$ cat config.mk
export PLATFORM = sky130hd
export DESIGN_NAME = approx_restoring_divider
export DESIGN_NICKNAME = d
export VERILOG_FILES = /design/src/rtl/approx_restoring_divider_pkg.sv /design/src/rtl/approx_restoring_divider_div_step.sv /design/src/rtl/approx_restoring_divider.sv
export SDC_FILE = /design/constraint.sdc
export NUM_CORES = 1
export LEC_CHECK = 0
export BUFFER_PORTS_ARGS = -buffer_cell sky130_fd_sc_hd__buf_2
export CORE_MARGIN = 10
export CORE_UTILIZATION = 30
export DETAILED_ROUTE_END_ITERATION = 12
export PLACE_DENSITY = 0.58
export SLEW_MARGIN = 20
export SYNTH_ARGS = -nofsm -noshare
export SYNTH_HDL_FRONTEND = slang
export SYNTH_SLANG_ARGS = --single-unit
$ cat constraint.sdc
create_clock -name clk -period 3.65 [get_ports clk]
set_clock_uncertainty 0.2 [all_clocks]
set_input_delay 0.73 -clock clk [delete_from_list [all_inputs] [get_ports clk]]
set_output_delay 0.73 -clock clk [all_outputs]
set_load 0.05 [all_outputs]
$ cat src/rtl/approx_restoring_divider_pkg.sv
// Shared definitions for the approximate restoring divider.
// Holds the controller state encoding and the default operand widths and
// approximation depth used by the top level and the step datapath.
package approx_restoring_divider_pkg;

   localparam int unsigned DEF_A_W      = 8;
   localparam int unsigned DEF_B_W      = 6;
   localparam int unsigned DEF_APPROX_K = 0;

   typedef enum logic [1:0] {
      IDLE = 2'd0,
      CALC = 2'd1,
      DONE = 2'd2
   } state_e;

endpackage : approx_restoring_divider_pkg

$ cat src/rtl/approx_restoring_divider_div_step.sv
// One restoring-division iteration: compare-subtract of the pre-shifted divisor.
// Ports:
//   rem        current partial remainder
//   dsh        divisor already aligned to the bit being retired
//   rem_next_c partial remainder after this iteration (combinational)
//   q_bit_c    retired quotient bit (combinational)
module div_step
   import approx_restoring_divider_pkg::*;
#(
   parameter int unsigned W = DEF_A_W + DEF_B_W
) (
   input  logic [W-1:0] rem,
   input  logic [W-1:0] dsh,
   output logic [W-1:0] rem_next_c,
   output logic         q_bit_c
);

   logic [W:0] diff_c;

   // Extra MSB acts as the borrow: set means the trial went negative.
   always_comb begin
      diff_c     = {1'b0, rem} - {1'b0, dsh};
      q_bit_c    = ~diff_c[W];
      rem_next_c = q_bit_c ? diff_c[W-1:0] : rem;
   end

endmodule : div_step

$ cat src/rtl/approx_restoring_divider.sv
// Multi-cycle restoring divider with optional approximation of quotient LSBs.
// Divides an (A_W+B_W)-bit dividend by a B_W-bit divisor, one quotient bit per
// cycle MSB first; the lowest APPROX_K iterations are skipped and those bits
// are forced to one. Divide-by-zero and quotient overflow finish in one cycle.
// Ports:
//   clk, rst_n            clock, asynchronous active-low reset
//   in_valid / in_ready   operand handshake (ready only while idle)
//   dividend, divisor     operands, captured on acceptance
//   out_valid / out_ready result handshake (valid only while done)
//   quotient, remainder   result
//   div_by_zero, overflow status flags for the result
module approx_restoring_divider
   import approx_restoring_divider_pkg::*;
#(
   parameter int unsigned A_W      = DEF_A_W,
   parameter int unsigned B_W      = DEF_B_W,
   parameter int unsigned APPROX_K = DEF_APPROX_K
) (
   input  logic               clk,
   input  logic               rst_n,
   input  logic               in_valid,
   output logic               in_ready,
   input  logic [A_W+B_W-1:0] dividend,
   input  logic [B_W-1:0]     divisor,
   output logic               out_valid,
   input  logic               out_ready,
   output logic [A_W-1:0]     quotient,
   output logic [B_W-1:0]     remainder,
   output logic               div_by_zero,
   output logic               overflow
);

   localparam int unsigned      P_W       = A_W + B_W;
   localparam int unsigned      CNT_W     = (A_W > 1) ? $clog2(A_W) : 1;
   localparam logic [A_W-1:0]   LOW_MASK  = ~({A_W{1'b1}} << APPROX_K);
   localparam logic [CNT_W-1:0] FIRST_IDX = CNT_W'(A_W - 1);
   localparam logic [CNT_W-1:0] LAST_IDX  = CNT_W'(APPROX_K);

   state_e           state, state_next;
   logic [P_W-1:0]   rem, rem_next;
   logic [P_W-1:0]   dsh, dsh_next;
   logic [A_W-1:0]   acc, acc_next;
   logic [CNT_W-1:0] idx, idx_next;
   logic [A_W-1:0]   quotient_next;
   logic [B_W-1:0]   remainder_next;
   logic             div_by_zero_next;
   logic             overflow_next;
   logic             in_ready_next;
   logic             out_valid_next;
   logic [P_W-1:0]   step_rem_c;
   logic             step_bit_c;

   div_step #(
      .W (P_W)
   ) u_div_step (
      .rem        (rem),
      .dsh        (dsh),
      .rem_next_c (step_rem_c),
      .q_bit_c    (step_bit_c)
   );

   // State and datapath registers.
   always_ff @(posedge clk or negedge rst_n) begin
      if (!rst_n) begin
         state       <= IDLE;
         rem         <= '0;
         dsh         <= '0;
         acc         <= '0;
         idx         <= '0;
         quotient    <= '0;
         remainder   <= '0;
         div_by_zero <= 1'b0;
         overflow    <= 1'b0;
         in_ready    <= 1'b1;
         out_valid   <= 1'b0;
      end else begin
         state       <= state_next;
         rem         <= rem_next;
         dsh         <= dsh_next;
         acc         <= acc_next;
         idx         <= idx_next;
         quotient    <= quotient_next;
         remainder   <= remainder_next;
         div_by_zero <= div_by_zero_next;
         overflow    <= overflow_next;
         in_ready    <= in_ready_next;
         out_valid   <= out_valid_next;
      end
   end

   // Next-state and next-output logic.
   always_comb begin
      state_next       = state;
      rem_next         = rem;
      dsh_next         = dsh;
      acc_next         = acc;
      idx_next         = idx;
      quotient_next    = quotient;
      remainder_next   = remainder;
      div_by_zero_next = div_by_zero;
      overflow_next    = overflow;

      case (state)
         IDLE: begin
            if (in_valid) begin
               quotient_next    = '0;
               remainder_next   = '0;
               div_by_zero_next = 1'b0;
               overflow_next    = 1'b0;
               rem_next         = dividend;
               dsh_next         = P_W'(divisor) << (A_W - 1);
               acc_next         = '0;
               idx_next         = FIRST_IDX;
               if (divisor == '0) begin
                  state_next       = DONE;
                  quotient_next    = '1;
                  remainder_next   = dividend[B_W-1:0];
                  div_by_zero_next = 1'b1;
               end else if (dividend[P_W-1:A_W] >= divisor) begin
                  // Quotient would need more than A_W bits.
                  state_next     = DONE;
                  quotient_next  = '1;
                  remainder_next = '1;
                  overflow_next  = 1'b1;
               end else begin
                  state_next = CALC;
               end
            end
         end

         CALC: begin
            rem_next = step_rem_c;
            dsh_next = dsh >> 1;
            acc_next = (acc << 1) | A_W'(step_bit_c);
            idx_next = idx - CNT_W'(1);
            if (idx == LAST_IDX) begin
               // Skipped LSB iterations are reported as ones; the remainder is
               // only meaningful when every bit was computed.
               state_next     = DONE;
               quotient_next  = (acc_next << APPROX_K) | LOW_MASK;
               remainder_next = (APPROX_K == 0) ? B_W'(step_rem_c) : '1;
            end
         end

         DONE: begin
            if (out_ready) begin
               state_next = IDLE;
            end
         end

         default: begin
            state_next = IDLE;
         end
      endcase

      in_ready_next  = (state_next == IDLE);
      out_valid_next = (state_next == DONE);
   end

endmodule : approx_restoring_divider

# Word-level counts from Yosys, hierarchy flattened
# Cells that the tools add are included.
# totals
reg_bits	58
output_inout_bits	18
# classes
addsub	2
n_lt_le_gt_ge	1
n_eq_ne	6
n_mux	28
bitwise	2
reduce_logical	9
# ops
operator	count
14-bit case mux with 2 select lines	2
14-bit 2-to-1 mux	3
8-bit 2-to-1 mux	4
6-bit 2-to-1 mux	4
8-bit case mux with 2 select lines	1
14-bit by 14-bit subtractor with 15-bit output	1
7-bit case mux with 2 select lines	1
6-bit case mux with 2 select lines	1
2-bit 2-to-1 mux	5
8-bit by 1-bit OR with 8-bit output	1
7-bit 2-to-1 mux	1
6-bit greater-or-equal comparator	1
6-bit zero test	1
2-bit != test (second input constant)	3
2-bit case mux with 3 select lines	1
3-bit case mux with 2 select lines	1
3-bit AND reduction	2
2-bit equality test (second input constant)	2
2-bit zero test	2
2-bit AND reduction	2
3-bit zero test	1
1-bit 2-to-1 mux	3
3-bit 2-to-1 mux	1
3-bit by 1-bit subtractor with 3-bit output (second input constant)	1
other kinds (3)	3

# Longest topological paths before layout
# Gate-level depths: netlist of run 1.
# logic_depth
ltp_word	6
mapped_depth	11
mapped_depth_nobuf	10

# By module
# From an unflattened synthesis of run 1, not the netlist that was laid out.
# unflattened
cells_unflattened	384
hier_area_um2	3554.7
# modules_own_cells
mod	n_inst	cells_per_inst	area_per_inst_um2
approx_restoring_divider	1	263	2610.0
div_step	1	121	944.7

# Least setup slack after synthesis of run 1
# OpenSTA, ideal clock, no wires.
# synth_timing
kind	register to register
startpoint	register rem[0]
endpoint	register remainder[3]
arrival_ps	2414
required_ps	3368
slack_ps	954
path_stages_with_launch	12
period_less_slack_ps	2696
cell_sequence	dfrtp_1 -> inv_1 -> ha_1 -> fa_1 -> nor2b_1 -> o31a_2 -> nor3_2 -> o41ai_4 -> buf_2 -> mux2i_1 -> nand2_1 -> a31oi_1
# synth_via
elab_chain_len	4
# synth_rtl
element	line_no	text
start: declaration	approx_restoring_divider.sv:40	logic [P_W-1:0] rem, rem_next;
start signal: assignment	approx_restoring_divider.sv:78	rem <= rem_next;
14-bit by 14-bit subtractor with 15-bit output	approx_restoring_divider_div_step.sv:22	diff_c = {1'b0, rem} - {1'b0, dsh};
14-bit 2-to-1 mux	approx_restoring_divider_div_step.sv:24	rem_next_c = q_bit_c ? diff_c[W-1:0] : rem;
6-bit 2-to-1 mux	approx_restoring_divider.sv:136	if (idx == LAST_IDX) begin
6-bit case mux with 2 select lines	approx_restoring_divider.sv:103	case (state)
end signal: assignment	approx_restoring_divider.sv:83	remainder <= remainder_next;
end: declaration	approx_restoring_divider.sv:28	output logic [B_W-1:0] remainder,
# Every way passes these cells. The select of a mux whose other input is x is not followed.
# A chain may end at the register's enable or synchronous reset.

# Worst setup path in the final report of run 1
# layout_timing
startpoint	register rem[12]
endpoint	register rem[3]
# layout_via
elab_chain_len	3
# layout_rtl
element	line_no
14-bit by 14-bit subtractor with 15-bit output	approx_restoring_divider_div_step.sv:22
14-bit 2-to-1 mux	approx_restoring_divider_div_step.sv:24
14-bit case mux with 2 select lines	approx_restoring_divider.sv:103
# Every way passes these cells. The select of a mux whose other input is x is not followed.

==> out/results.tsv, run 1 <==
stage	metric	value	unit
min_path	Worst Hold Class	in2async	
route	DR iter-0 viols	171	
route	DRC Markers	0	
yosys	Distinct cells, synth	49	
cts	worst-case clock buffer depth	2	
cts	TritonCTS buffer count	9	
critical_path	CP max stage delay	0.75	ns
critical_path	CP Class	reg2reg	
sta	Setup-failing EPs final	0	
sta	final worst path period need	2.95	ns
die	Initial Utilization	31.2	%
yosys	Post-synth EDFFs	0	
route	routed len/inst	15.4	um
route	first drt pass iteration count	4	
grt	global route overflow	0	
yosys	leading area contributor after synthesis	dfrtp_1	
die	core area	10400	um2
critical_path	worst path buffer plus inverter count	0	
layout	final std cell area, no fill	3770	um2
cts	Resized Gates After CTS	0	
grt	initial antenna violation count	0	
grt	vias in the first global route	2760	
yosys	post-synth top area share	43.1	%
die	IO Count	42	
critical_path	crit path capture	rem[3]	
sta	final period utilization	80.7	%
yosys	Synth Register Bits	57	
critical_path	RR Startpoint	rem[12]	
critical_path	WP data arrival	2.94	ns
critical_path	flop-to-flop setup slack	0.70	ns
power	pwr/cell area	1100	nW/um2
layout	area occupied by registers	1430	um2
layout	fin util	36.2	%
placement	Area after DPL	3600	um2
power	VDD IR max	0.000482	V
critical_path	Worst setup EP type	flip-flop	
layout	Fillers	1094	
route	DR vias	2731	
route	Routed WL	8310	um
route	drt via density	5.06	
sta	final slew viol count	0	
critical_path	reg2reg end	rem[3]	
placement	port buffer count	41	
grt	Tot GR Track Use	11.3	%
die	die area	15400	um2
critical_path	cell depth of the worst setup path	7	
flow_run	max cap viols	0	
status	status	finished clean	
critical_path	CP max-delay cell	o21ai_1	
layout	NumNets Final	445	
cts	Clock Sinks	57	
placement	gp weighted congestion	0.843	
layout	share of layout cells above drive strength 1	18.1	%
sta	Worst Tran Pin Value	0.944	ns
critical_path	cell family with most CP delay	compound AO/OA/AOI/OAI gates	
yosys	Post-synth ARST share	100	%
sta	Fmax	340	MHz
grt	global-route wire length before repair	13900	um
die	Rows	37	
layout	final antenna diode count	0	
layout	area of the multi-input gates	1660	um2
yosys	sequential cell area fraction in the yosys report	43.9	%
critical_path	worst-case reg-to-reg path depth	7	
critical_path	critical path data required time	3.64	ns
die	chip height	124	um
route	Antenna Violating Nets Remaining	0	
yosys	Synth Flop Type	dfrtp_1	
critical_path	Setup crit start kind	flip-flop	
yosys	synth top area cells	dfrtp_1 (43%), ha_1 (8.1%), o21ai_0 (5.9%)	
sta	RSZ-0062 raised after global routing	no	
cts	hold_buf cts	0	
sta	final setup TNS	0	ns
critical_path	crit path cell chain	ha_1 > a211oi_1 > o211ai_1 > nor2_1 > o41ai_4 > o21ai_1 > a22oi_1	
cts	# H-tree levels	3	
cts	clock-pin slew on the worst setup and hold paths	0.07	ns
die	Die W	124	um
cts	postcts setup bufs	0	
yosys	Avg Synthesized Cell Area	9.05	um2
placement	hpwl dp	6030	um
sta	Hold Violations, Final	0	
yosys	Synth Instances	359	
layout	Area growth, synth to finish	16.0	%
sta	Slew HR	36.6	%
yosys	net count after synthesis	405	
yosys	Yosys Warn Count	0	
cts	CTS tree	built	
critical_path	crit-path max FO	11	
cts	clk_lat worst skew	0.35	ns
yosys	Syn Std Cell Area	3250	um2
critical_path	CP startpoint	rem[12]	
grt	pin count of the biggest net entering global routing	43	
power	leakage	1.76	nW
cts	Clock Root Buffer	clkbuf_8	
cell families after synthesis:
family | after synthesis | synth area share (%)
AOI/OAI and AO/OA | 123 | 24.5
xor gates and xnor gates | 10 | 2.70
adders and majority gates | 22 | 8.70
buffers and inverters | 44 | 5.16
DFF | 57 | 43.9
muxes | 5 | 1.69
and+or+nand+nor | 98 | 13.4
cell usage after synthesis, drive strengths merged (2+ instances only):
master,count
a211oi,4
a21o,4
a21oi,22
a221oi,2
a22o,6
a22oi,6
a2bb2oi,2
a31oi,9
and2,2
buf,4
clkbuf,13
dfrtp,56
ha,21
inv,27
mux2,4
nand2,40
nand2b,4
nand3,7
nor2,32
nor2b,5
nor3,2
o211ai,6
o21a,4
o21ai,39
o22a,2
o22ai,9
o31ai,2
xnor2,7
xor2,3
where the power goes:
group	leakage (nW)	switching (W)	internal, W
Clock	0.0850	0.000288	0.000244
Combinational	0.978	0.00160	0.000937
Sequential	0.699	0.000178	0.000918
state kept, by name, summed over array words and instances (netlist names), 2 cells and up:
signal,flops
rem,14
quotient,8
idx,3
dsh,13
state,2
remainder,6
acc,7
how the worst min path moves through the flow:
stage	from	endpoint	cells after the start
finish	rst_n	overflow	1
global route	rst_n	dsh[9]	1
CTS	rst_n	overflow	1
detailed placement	quotient[0]	quotient[0]	2
global placement	div_by_zero	div_by_zero	2
floorplan	rst_n	acc[0]	0
layout by cell type (no fill, tap or decap), types with 5 or more instances in the layout:
cell,n
a22oi_1,6
nand3_1,7
o211ai_1,6
o21ai_0,38
a31oi_1,9
buf_4,5
o22ai_1,9
a22o_1,6
dfrtp_1,56
nand2_1,39
ha_1,21
clkbuf_8,9
nor2_1,32
a21oi_1,22
xnor2_1,7
inv_1,27
buf_2,41
layout make-up:
cell class | instances | share of cell area (%)
clock buffers | 9 | 3.29
clock inverters | 7 | 1.26
inverters | 27 | 2.69
multi-input cells | 258 | 43.9
flip-flops and latches | 57 | 37.9
well taps | 136 | 4.51
repair buffers | 46 | 6.44
layer usage:
metal / part of all wire [%] / GRT usage [%] / vias to the layer above
met5: 0 / 0 / -
met4: 2.0 / 4.82 / 0
met3: 4.7 / 2.71 / 17
met2: 45 / 16.9 / 45
met1: 48 / 15.2 / 1316
li1: - / - / 1353
per-stage QoR:
stage,hold WS [ns],setup slack [ns],std cells,power (W)
global route,0.119,0.499,540,0.00454
CTS,0.0998,0.708,540,0.00417
finish,0.0884,0.705,540,0.00416
floorplan,0.234,0.954,359,0.00307
global placement,0.260,0.575,524,0.00358
detailed placement,0.263,0.539,524,0.00363
Note: power is estimated with default switching activity, not from simulation.
==> run 2: changes to the inputs <==
PLACE_DENSITY = 0.6   (was 0.58)
clock period = 2.4 ns   (was 3.65 ns; I/O delays follow)
==> run 2 against run 1 <==
  * The run now ends with setup timing left
  * Die area unchanged
  * Combinational power up 95%
  * Cell count up 10%
  * Critical path depth up 3
  * Clock power up 55%
  * Highest routed layer unchanged
==> out/results.tsv, run 2 (synthesized netlist as in run 1, its figures left out) <==
stage	metric	value	unit	change
status	status	finished, violations left		was finished clean
status	failing checks	setup timing		
sta	final worst path period need	2.63	ns	was 2.95 ns
critical_path	crit-path max FO	8		was 11
cts	TritonCTS buffer count	9		unchanged
sta	Hold Violations, Final	0		unchanged
sta	final period utilization	109	%	was 80.7%
sta	final hold slack	0.171	ns	was 0.0884 ns
die	IO Count	42		unchanged
sta	post-route setup slack	-0.227	ns	was 0.705 ns
sta	Slew HR	66.0	%	was 36.6%
sta	RSZ-0062 raised after global routing	yes		was no
placement	gp weighted congestion	0.848		was 0.843
critical_path	CP Class	reg2reg		unchanged
route	DRC Markers	0		unchanged
layout	NumNets Final	501		was 445
cts	CTS tree	built		unchanged
power	Internal	0.00402	W	was 0.00210 W
power	leakage	2.05	nW	was 1.76 nW
placement	hpwl dp	6890	um	was 6030 um
route	DR iter-0 viols	147		was 171
cts	worst-case clock buffer depth	2		unchanged
placement	Inst Count DP	577		was 524
route	first drt pass iteration count	4		unchanged
flow_run	max cap viols	0		unchanged
critical_path	cell family with most CP delay	simple AND/OR/NAND/NOR gates		was compound AO/OA/AOI/OAI gates
route	routed len/inst	14.9	um	was 15.4 um
placement	port buffer count	41		unchanged
power	sequential power share	22.4	%	was 26.3%
sta	Worst Tran Pin Value	0.509	ns	was 0.944 ns
cts	clk_lat worst skew	0.34	ns	was 0.35 ns
die	Rows	37		unchanged
power	switching portion of total power	45.9	%	was 49.6%
layout	Area growth, synth to finish	32.3	%	was 16.0%
sta	Setup-failing EPs final	21		was 0
cts	# H-tree levels	3		unchanged
route	drt via density	4.99		was 5.06
die	chip height	124	um	unchanged
critical_path	worst path buffer plus inverter count	1		was 0
sta	final setup TNS	-2.65	ns	was 0 ns
route	Routed WL	8870	um	was 8310 um
sta	Fmax	381	MHz	was 340 MHz
power	Clock power frac	11.0	%	was 12.8%
grt	global-route wire length before repair	14800	um	was 13900 um
critical_path	critical path data required time	2.46	ns	was 3.64 ns
power	Comb pwr share	66.6	%	was 60.9%
critical_path	WP data arrival	2.69	ns	was 2.94 ns
route	Antenna Violating Nets Remaining	0		unchanged
critical_path	crit path cell chain	ha_4 > fa_2 > nor2b_2 > o31a_2 > nor3_2 > o41ai_4 > buf_6 > nand2_2 > or3_1 > o211ai_1		was ha_1 > a211oi_1 > o211ai_1 > nor2_1 > o41ai_4 > o21ai_1 > a22oi_1
critical_path	Setup crit start kind	flip-flop		unchanged
die	Initial Utilization	31.2	%	unchanged
layout	Fillers	1049		was 1094
grt	vias in the first global route	3002		was 2760
power	pwr/cell area	1730	nW/um2	was 1100 nW/um2
grt	initial antenna violation count	0		unchanged
layout	share of layout cells above drive strength 1	31.7	%	was 18.1%
cts	Clock Sinks	57		unchanged
sta	final slew viol count	0		unchanged
cts	Clock Root Buffer	clkbuf_8		unchanged
critical_path	Worst setup EP type	flip-flop		unchanged
layout	Largest regs	rem (14), dsh (13), quotient (8)		unchanged
cts	clock-pin slew on the worst setup and hold paths	0.07	ns	about the same
critical_path	CP max stage delay	0.41	ns	was 0.75 ns
layout	max reg flops	14		unchanged
grt	pin count of the biggest net entering global routing	24		was 43
power	VDD IR max	0.000844	V	was 0.000482 V
min_path	Worst Hold Class	in2reg		was in2async
layout	Post-Layout Cell Count	596		was 540
grt	global route overflow	0		unchanged
grt	Tot GR Track Use	12.0	%	was 11.3%
layout	Top reg by flops	rem		unchanged
die	die area	15400	um2	unchanged
layout	commonest cells after routing, fill and taps aside	dfrtp_1 (56), buf_4 (55), buf_2 (41)		was dfrtp_1 (56), buf_2 (41), nand2_1 (39)
layout	final antenna diode count	0		unchanged
die	core area	10400	um2	unchanged
power	Net Switching	0.00342	W	was 0.00207 W
critical_path	CP max-delay cell	dfrtp_1		was o21ai_1
layout	most common cell after layout, fill and taps aside	dfrtp_1		unchanged
layout	fin util	41.3	%	was 36.2%
power	total chip power	0.00744	W	was 0.00416 W
route	DR vias	2974		was 2731
die	Die W	124	um	unchanged
[run 2: stage by stage]
step / area (um2) / setup slack, ns
3_5_place_dp: 4000 / -0.337
4_1_cts: 4270 / -0.212
6_report: 4300 / -0.227
5_1_grt: 4300 / -0.334
2_1_floorplan: 3260 / -0.240
3_3_place_gp: 4000 / -0.227
[run 2: per-layer routing]
layer / track usage (%) / share of wire, % / vias up
li1: - / - / 1469
met1: 15.0 / 46 / 1434
met2: 19.7 / 48 / 57
met3: 2.71 / 4.7 / 14
met4: 4.46 / 1.7 / 0
met5: 0 / 0 / -
[run 2: final cells by class]
| class | count | area, um2 | area share (%) |
|---|---|---|---|
| flip-flops and latches | 57 | 1430 | 33.2 |
| well taps | 136 | 170 | 3.96 |
| inverters | 27 | 101 | 2.36 |
| clock buffers | 11 | 151 | 3.52 |
| repair buffers | 102 | 684 | 15.9 |
| multi-input cells | 258 | 1730 | 40.3 |
| clock inverters | 5 | 30.0 | 0.699 |
[run 2: path summary, 6_finish.rpt]
path | startpoint | to | slack (ns) | depth (start not counted)
min | in_valid | in_ready | 0.17 | 2
max | dsh[0] | rem[13] | -0.23 | 10
min reg2reg | quotient[0] | quotient[0] | 0.27 | 2
max reg2reg | dsh[0] | rem[13] | -0.23 | 10
max in group asynchronous | rst_n | rem[0] | 0.89 | 3
min in group asynchronous | rst_n | div_by_zero | 0.41 | 2
[run 2: worst register-to-register path, delay by kind of cell, from the launching register on]
family / cells / cell delay, ns
AOI/OAI and AO/OA: 3 / 0.57
adders and majority gates: 2 / 0.53
buffers and inverters: 1 / 0.19
DFF: 1 / 0.41
and+or+nand+nor: 4 / 0.64
[run 2: repair_timing]
action                                  4_1_cts  5_1_grt
hold buffers                                  1        0
gates resized for setup                      18        8
endpoints found under the setup margin       22       22
pin swaps                                    10        5
setup buffers                                 2        0
endpoints found under the hold margin        17        0
[run 2: power by group through the flow]
| stage | registers [W] | logic, W | clock network, W |
|---|---|---|---|
| global route | 0.00172 | 0.00546 | 0.000882 |
| floorplan | 0.00206 | 0.00264 | 0 |
| global placement | 0.00166 | 0.00462 | 0 |
| CTS | 0.00167 | 0.00488 | 0.000847 |
| detailed placement | 0.00168 | 0.00468 | 0 |
| finish | 0.00167 | 0.00495 | 0.000822 |
